`src/rtl/fifo_read_demux.sv`:
```
// fifo_read_demux
// Pops samples from the generator FIFO and steers each one to one of four
// signed channel outputs, each with its own valid/ready handshake.
//
//  state | meaning
//  ------+----------------------------------------------------------------
//  IDLE  | nothing in flight; pop as soon as enabled and FIFO non-empty
//  WAIT  | pop issued last cycle; FIFO read data is captured this cycle
//  HOLD  | sample presented on the latched channel until the handshake
//
// A sample is presented two cycles after its pop. Back-to-back delivery
// pops again in the handshake cycle, giving one sample every two cycles.
// Dropping enh while holding blanks the outputs but keeps the sample, which
// is re-presented unchanged once enh returns.

module fifo_read_demux #(
    parameter int DATA_WIDTH = 8,
    parameter int CNT_W      = 16
) (
    input  logic                         clk,
    input  logic                         rst,
    input  logic                         enh,
    input  logic [1:0]                   sel_i,
    input  logic                         fifo_empty_i,
    output logic                         fifo_rd_en_o,
    input  logic [DATA_WIDTH-1:0]        fifo_data_i,
    output logic signed [DATA_WIDTH-1:0] data_0_o,
    output logic signed [DATA_WIDTH-1:0] data_1_o,
    output logic signed [DATA_WIDTH-1:0] data_2_o,
    output logic signed [DATA_WIDTH-1:0] data_3_o,
    output logic [3:0]                   valid_o,
    input  logic [3:0]                   ready_i,
    output logic [CNT_W-1:0]             count_o
);

    typedef enum logic [1:0] {
        ST_IDLE = 2'd0,
        ST_WAIT = 2'd1,
        ST_HOLD = 2'd2
    } state_t;

    state_t                  state_q;
    state_t                  state_d;
    logic [1:0]              ch_q;
    logic [DATA_WIDTH-1:0]   hold_q;
    logic [CNT_W-1:0]        count_q;

    logic                    can_pop;
    logic                    presenting;
    logic                    handshake;
    logic                    pop;

    // A pop is only ever legal with the block enabled, data available and
    // reset released; the FSM decides whether it is also the right moment.
    assign can_pop    = enh & ~fifo_empty_i & ~rst;
    assign presenting = (state_q == ST_HOLD) & enh;
    assign handshake  = presenting & ready_i[ch_q];

    // Next-state and pop strobe decode.
    always_comb begin
        state_d = state_q;
        pop     = 1'b0;
        case (state_q)
            ST_IDLE: begin
                if (can_pop) begin
                    pop     = 1'b1;
                    state_d = ST_WAIT;
                end
            end
            ST_WAIT: begin
                // Data arrives regardless of enh; the capture is never aborted.
                state_d = ST_HOLD;
            end
            ST_HOLD: begin
                if (handshake) begin
                    if (can_pop) begin
                        pop     = 1'b1;
                        state_d = ST_WAIT;
                    end else begin
                        state_d = ST_IDLE;
                    end
                end
            end
            default: begin
                state_d = ST_IDLE;
            end
        endcase
    end

    // State register.
    always_ff @(posedge clk) begin
        if (rst) begin
            state_q <= ST_IDLE;
        end else begin
            state_q <= state_d;
        end
    end

    // Destination channel is sampled only at pop; later sel_i changes are ignored.
    always_ff @(posedge clk) begin
        if (rst) begin
            ch_q <= 2'd0;
        end else if (pop) begin
            ch_q <= sel_i;
        end
    end

    // Capture the FIFO read data one cycle after the pop.
    always_ff @(posedge clk) begin
        if (rst) begin
            hold_q <= '0;
        end else if (state_q == ST_WAIT) begin
            hold_q <= fifo_data_i;
        end
    end

    // Delivered-sample counter, wraps naturally at 2^CNT_W.
    always_ff @(posedge clk) begin
        if (rst) begin
            count_q <= '0;
        end else if (handshake) begin
            count_q <= count_q + CNT_W'(1);
        end
    end

    // Channel outputs: only the latched channel carries the sample, and only while enabled.
    always_comb begin
        valid_o  = 4'b0000;
        data_0_o = '0;
        data_1_o = '0;
        data_2_o = '0;
        data_3_o = '0;
        if (presenting) begin
            valid_o[ch_q] = 1'b1;
            case (ch_q)
                2'd0:    data_0_o = hold_q;
                2'd1:    data_1_o = hold_q;
                2'd2:    data_2_o = hold_q;
                default: data_3_o = hold_q;
            endcase
        end
    end

    assign fifo_rd_en_o = pop;
    assign count_o      = count_q;

endmodule

```
`config.mk`:
```
export PLATFORM = sky130hd
export DESIGN_NAME = fifo_read_demux
export DESIGN_NICKNAME = d
export VERILOG_FILES = /design/src/rtl/fifo_read_demux.sv
export SDC_FILE = /design/constraint.sdc
export NUM_CORES = 1
export LEC_CHECK = 0
export CORE_AREA = 2 2 66 68
export DETAILED_ROUTE_END_ITERATION = 8
export DIE_AREA = 0 0 68 70
export PLACE_DENSITY = 0.75
export SYNTH_ARGS = -nofsm -noshare
export SYNTH_HDL_FRONTEND = slang
export SYNTH_SLANG_ARGS = --single-unit
```
`constraint.sdc`:
```
create_clock -name clk -period 1.65 [get_ports clk]
set_input_delay 0.33 -clock clk [delete_from_list [all_inputs] [get_ports clk]]
set_output_delay 0.33 -clock clk [all_outputs]
set_load 0.05 [all_outputs]
```
==> flow_summary.yaml <==
die:
  die_h_um: 70
  core-area_um2: 4144
  start_util_pct: 34.18
  die_area_um2: 4760
  io-pin-count: 71
  num_rows: 24
  dieWidth_um: 68
detailed_routing:
  wl_met2_mm: 2.401
  wl_per_cell_um: 14.67
  vias: 1642
  top_layer_used: "met4"
  via_per_inst: 5.052
  drtPass1Iterations: 4
  finalWirelength_mm: 4.767
  ant_nets: 0
  drcViolationCount: 0
  dr_wl_met3_um: 427
  routedLengthMet1_mm: 1.886
  drt_iter0_drc: 56
sta:
  drv_slew: 0
  fin_crit_sh_pct: 115.9
  setup_viol_count_final: 41
  final.setup.tns_ns: -7.534
  period_needed_ns: 1.912
  hold_viol_final: 0
  tightestPinTransition_ns: 0.4965
  slew_headroom_pct: 66.83
  fin_ws_ns: -0.2625
  holdWs_ns: 0.4971
  fmax_mhz: 522.9
  rsz0062_at_grt: "yes"
  skew_ns: 0.002054
worst_setup_path:
  cp_slowest_cell: "dfxtp_2"
  worstPathCellList: "and3b_2, nor3b_4, buf_4, and2_4, buf_12"
  reg2reg_depth: 5
  crit_arrival_ns: 1.58
  max_stage_delay_ns: 0.33
  cp.required_ns: 1.32
  end_kind: "output pin"
  cp_num_buf_inv: 2
  worstPathMaxFanout: 6
  worst_setup_path_start_kind: "flip-flop"
  critPathKind: "reg2out"
  crit_cells: 5
  path_delay_family: "simple AND/OR/NAND/NOR gates"
yosys:
  synth_area_um2: 1416
  synth_edf_count: 0
  netlist_instances: 181
  ys_warn_count: 0
  seq_area_frac_synth_pct: 39.58
  synth_top_flop_cell: "dfxtp_1"
  ys_async_sr_fraction_pct: 0
  synth_cell_type_count: 26
  ys_ff_latch: 28
  syn-num-nets: 200
  syn_avg_cell_area_um2: 7.825
power:
  power_density_nw_per_um2: 409.7
  power.leakage_uw: 0.001171
  peakVddDrop_v: 0.0003814
placed_design:
  dp_slack_ns: -0.3745
  hpwl_mm: 3.380
  io_buffers: 70
  placedCellCount: 313
  place_congestion: 0.7950
cts:
  clock-root-buffer: "clkbuf_8"
  clk_latency_ns: 0.27
  cts_buffers: 3
  clockBufferDepth: 2
  htree_levels: 1
  ctsHoldBuffers: 0
  clk_pin_slew_ns: 0.09
  cts_tree: "built"
  cts.sinks: 28
finish:
  drive_above_1_share_pct: 53.85
  area_growth_pct: 109.8
  fillers: 286
  fin_nets: 293
  layout_commonest_cell: "buf_12"
  layout_common_cells: "buf_12 (40), and2_4 (33), buf_4 (32)"
  instances_no_fill: 325
  antenna_cells: 0
  utilization_pct: 71.71
min_path:
  hp-class: "reg2reg"
  min_path_cells: 2
outcome:
  status: "finished with violations"
  violations: "setup timing"
global_route:
  antenna_found_initial: 0
  grt_pass1_vias: 1534
  grt_pass1_wl_mm: 7.127
  grt_max_degree: 28
  gr-total-overflow: 0
  grtUsageTotal_pct: 19.20
run:
  maxCapViolations: 0
-- routing by layer --
metal | GRT usage, % | vias to the layer above
li1 | - | 803
met1 | 22.51 | 769
met4 | 4.444 | 0
met3 | 4.187 | 6
met5 | 0 | -
met2 | 34.52 | 64
-- cell families (layout without fill, tap and decap cells) --
family,after synthesis,after routing,synth area share (%)
compound gates,29,29,10.60
buf+inv,11,100,3.003
simple gates,104,107,40.02
mux,1,1,1.590
flops,28,28,39.58
fa+ha+maj,1,1,0.8833
xor+xnor,7,7,4.329
-- registers in the layout (all words and copies together), names as in the netlist --
| register | count |
|---|---|
| state_q | 2 |
| hold_q | 8 |
| ch_q | 2 |
| count_o | 16 |
-- per-stage QoR --
stage,total power (uW),instance area [um2]
global route,1269,2972
CTS,1219,2920
global placement,845.5,2786
finish,1218,2972
floorplan,764.1,1570
detailed placement,847.9,2786
-- path summary, 6_finish.rpt --
check                       endpoint  slack, ns                    start
min reg2reg  count_o[1]$_SDFFE_PP0P_       0.50  count_o[1]$_SDFFE_PP0P_
max reg2reg  state_q[1]$_SDFFE_PP0P_      -0.07     ch_q[0]$_SDFFE_PP0P_
min          count_o[1]$_SDFFE_PP0P_       0.50  count_o[1]$_SDFFE_PP0P_
max                      data_0_o[5]      -0.26  state_q[0]$_SDFFE_PP0P_
-- Yosys cell counts, drive strengths merged (3+ instances only) --
cell    instances  area share [%]
and2           36              16
nand2          30             8.0
dfxtp          28              40
a21oi          20             7.1
nor2            9             2.4
o21ai           7             2.5
nand4           6             2.7
or3             6             2.7
xor2            6             3.7
clkbuf          5             1.3
nand3           5             2.1
inv             4             1.1
and3            3             1.3
or4             3             1.6
-- worst register-to-register path, stage by stage (launching register included) --
cell	delay (ns)
dfxtp_2	0.35
mux4_2	0.54
buf_6	0.15
and2_4	0.14
or3_4	0.36
a21oi_2	0.13
-- area by class of cell --
type                       instances  area, um2  share of cell area [%]
inverter                           4      15.01                  0.5053
clock buffer                       3      41.29                   1.389
multi-input combinational        145       1020                   34.32
sequential                        28      588.1                   19.79
timing repair buffer              92       1239                   41.68
clock inverter                     1      3.754                  0.1263
tap                               52      65.06                   2.189
-- what timing repair did --
item / in CTS / in global routing
pin swaps: 16 / 7
endpoints found under the setup margin: 48 / 54
buffers inserted: 3 / 3
gates cloned: 3 / 1
resized for setup: 18 / 12
-- power breakdown --
part           leakage (uW)  total (uW)  switching (uW)  internal [uW]
sequential         0.000234         693            12.5            680
combinational      0.000913         159            73.6           85.1
clock             0.0000231         366             199            167
Power figures use the tool's default switching activity.
==> RTL edit (same flow settings) <==
Change the parameter `DATA_WIDTH` from 8 to 6.
--- a/src/rtl/fifo_read_demux.sv
+++ b/src/rtl/fifo_read_demux.sv
@@ -16,3 +16,3 @@
 module fifo_read_demux #(
-    parameter int DATA_WIDTH = 8,
+    parameter int DATA_WIDTH = 6,
     parameter int CNT_W      = 16
Ports: changed (5 resized); port bits go from 71 to 61. No check against the original RTL was run, so the function may have changed too.
==> RTL edit against the unedited design <==
Critical path depth fell by 1. The flow still finishes with violations (negative setup slack). Non-clock buffer count decreased by 12. Sequential cell count down 2. Die area stayed put. First-iteration DRC count down 1.8%. Register-to-register slack better by 0.07 ns. Worst setup slack better by 0.047 ns. Fmax rose by 2.5%. Design area fell by 13%. Area after synthesis down 6.1%. Largest cell class unchanged. Final cell count fell by 12%. Wire length down 24%. Total power is 2.9% lower.
==> RTL edit: results (changes against the unedited design) <==
Worst setup path
  • CP max FO: 7 (+1)
  • Crit Reg-Reg Endpoint: count_o[10]$_SDFFE_PP0P_
  • CP endpoint: data_0_o[1]
  • Reg2reg setup slack: 0 ns (+0.07 ns)
  • Critical Path AT: 1.54 ns (-0.04 ns)

Pwr
  • P_sw: 262 uW (-8.2%)
  • P_leak: 0.00107 uW (-8.9%)
  • Cell area power density: 455 nW/um2 (+11%)
  • Comb. pwr: 132 uW (-17%)
  • Peak VDD IR: 0.523 mV (+37%)

Layout
  • Nets@finish: 253 (-14%)
  • Layout fillers: 354 (+24%)
  • Fin cells: 287 (-12%)

Drt
  • 1st-iter DRT viols: 55 (-1.8%)
  • Via count: 1399 (-15%)
  • Drt total wl: 3620 um (-24%)

Global route
  • GRT Util Overall: 15.7% (-3.5 points)
  • Largest net degree at the start of global routing: 26 (-7.1%)
  • Met2 Usage GRT: 24.7% (-9.8 points)

Synth
  • Post-Syn Area per Cell: 8.42 um2 (+7.6%)
  • Ranking of synthesized cells by area: dfxtp_1, and2_1, xor2_1
  • Synth cell types: 25 (-3.8%)
  • Top cells by count, synth: and2_1, dfxtp_1, nor2_1
  • Register area share after synthesis: 39.1% (-0.44 points)
  • Mapped Nets: 175 (-13%)

Timing
  • Slew @ Worst Pin: 0.353 ns (-0.144 ns)
  • Final setup margin: -0.215 ns (+0.0470 ns)
  • Final setup fails: 30 (-27%)
  • Layout Skew: 0.00375 ns (+0.00169 ns)

Place
  • Pre-CTS setup slack: -0.380 ns (-0.00556 ns)
  • Port bufs: 60 (-14%)
  • DP Wirelength: 2860 um (-15%)
  • Final Wtd Congestion: 0.765 (-3.8%)

Run status
  • Failing checks: negative setup slack
  • Run status: finished with violations
-- RTL edit: changes by cell type in the layout (fill, tap and decap cells not counted), sizes merged, moves of 5 or more --
| cell | unedited run | this run |
|---|---|---|
| nand2 | 30 | 13 |
| or3 | 6 | 1 |
| buf | 75 | 65 |
| a21oi | 20 | 12 |
| and2 | 36 | 29 |
| o31ai | 2 | 7 |
| o21ai | 7 | 2 |
| mux2i | 0 | 6 |
-- RTL edit: what timing repair did --
action | in CTS | in global routing
pin swaps | 19 | 15
resized for setup | 20 | 6
setup endpoints to repair | 38 | 43
buffers inserted | 4 | 1
hold endpoints to repair | 0 | 0
-- RTL edit: logic make-up (layout without fill, tap and decap cells) --
kind of cell | count (synthesis) | in the layout | share of synthesized area (%)
xor gates and xnor gates | 7 | 7 | 4.61
and+or+nand+nor | 85 | 85 | 36.6
adders and majority gates | 1 | 1 | 0.941
DFF | 26 | 26 | 39.1
AOI/OAI and AO/OA | 21 | 21 | 9.22
muxes | 7 | 7 | 6.21
buffers and inverters | 11 | 88 | 3.29
-- RTL edit: how the worst min path moves through the flow --
| stage | to | cells after the start |
|---|---|---|
| final | state_q[1]$_SDFFE_PP0P_ | 2 |
| after global routing | state_q[1]$_SDFFE_PP0P_ | 2 |
| after CTS | count_o[1]$_SDFFE_PP0P_ | 2 |
| after detailed placement | count_o[15]$_SDFFE_PP0P_ | 2 |
| after global placement | count_o[1]$_SDFFE_PP0P_ | 2 |
| after floorplan | ch_q[0]$_SDFFE_PP0P_ | 2 |
-- RTL edit: final cells by class --
type | count | share of cell area [%]
sequential | 26 | 20.7
tap | 52 | 2.51
clock buffer | 4 | 2.12
inverter | 4 | 0.579
timing repair buffer | 80 | 39.5
multi-input combinational | 121 | 34.6
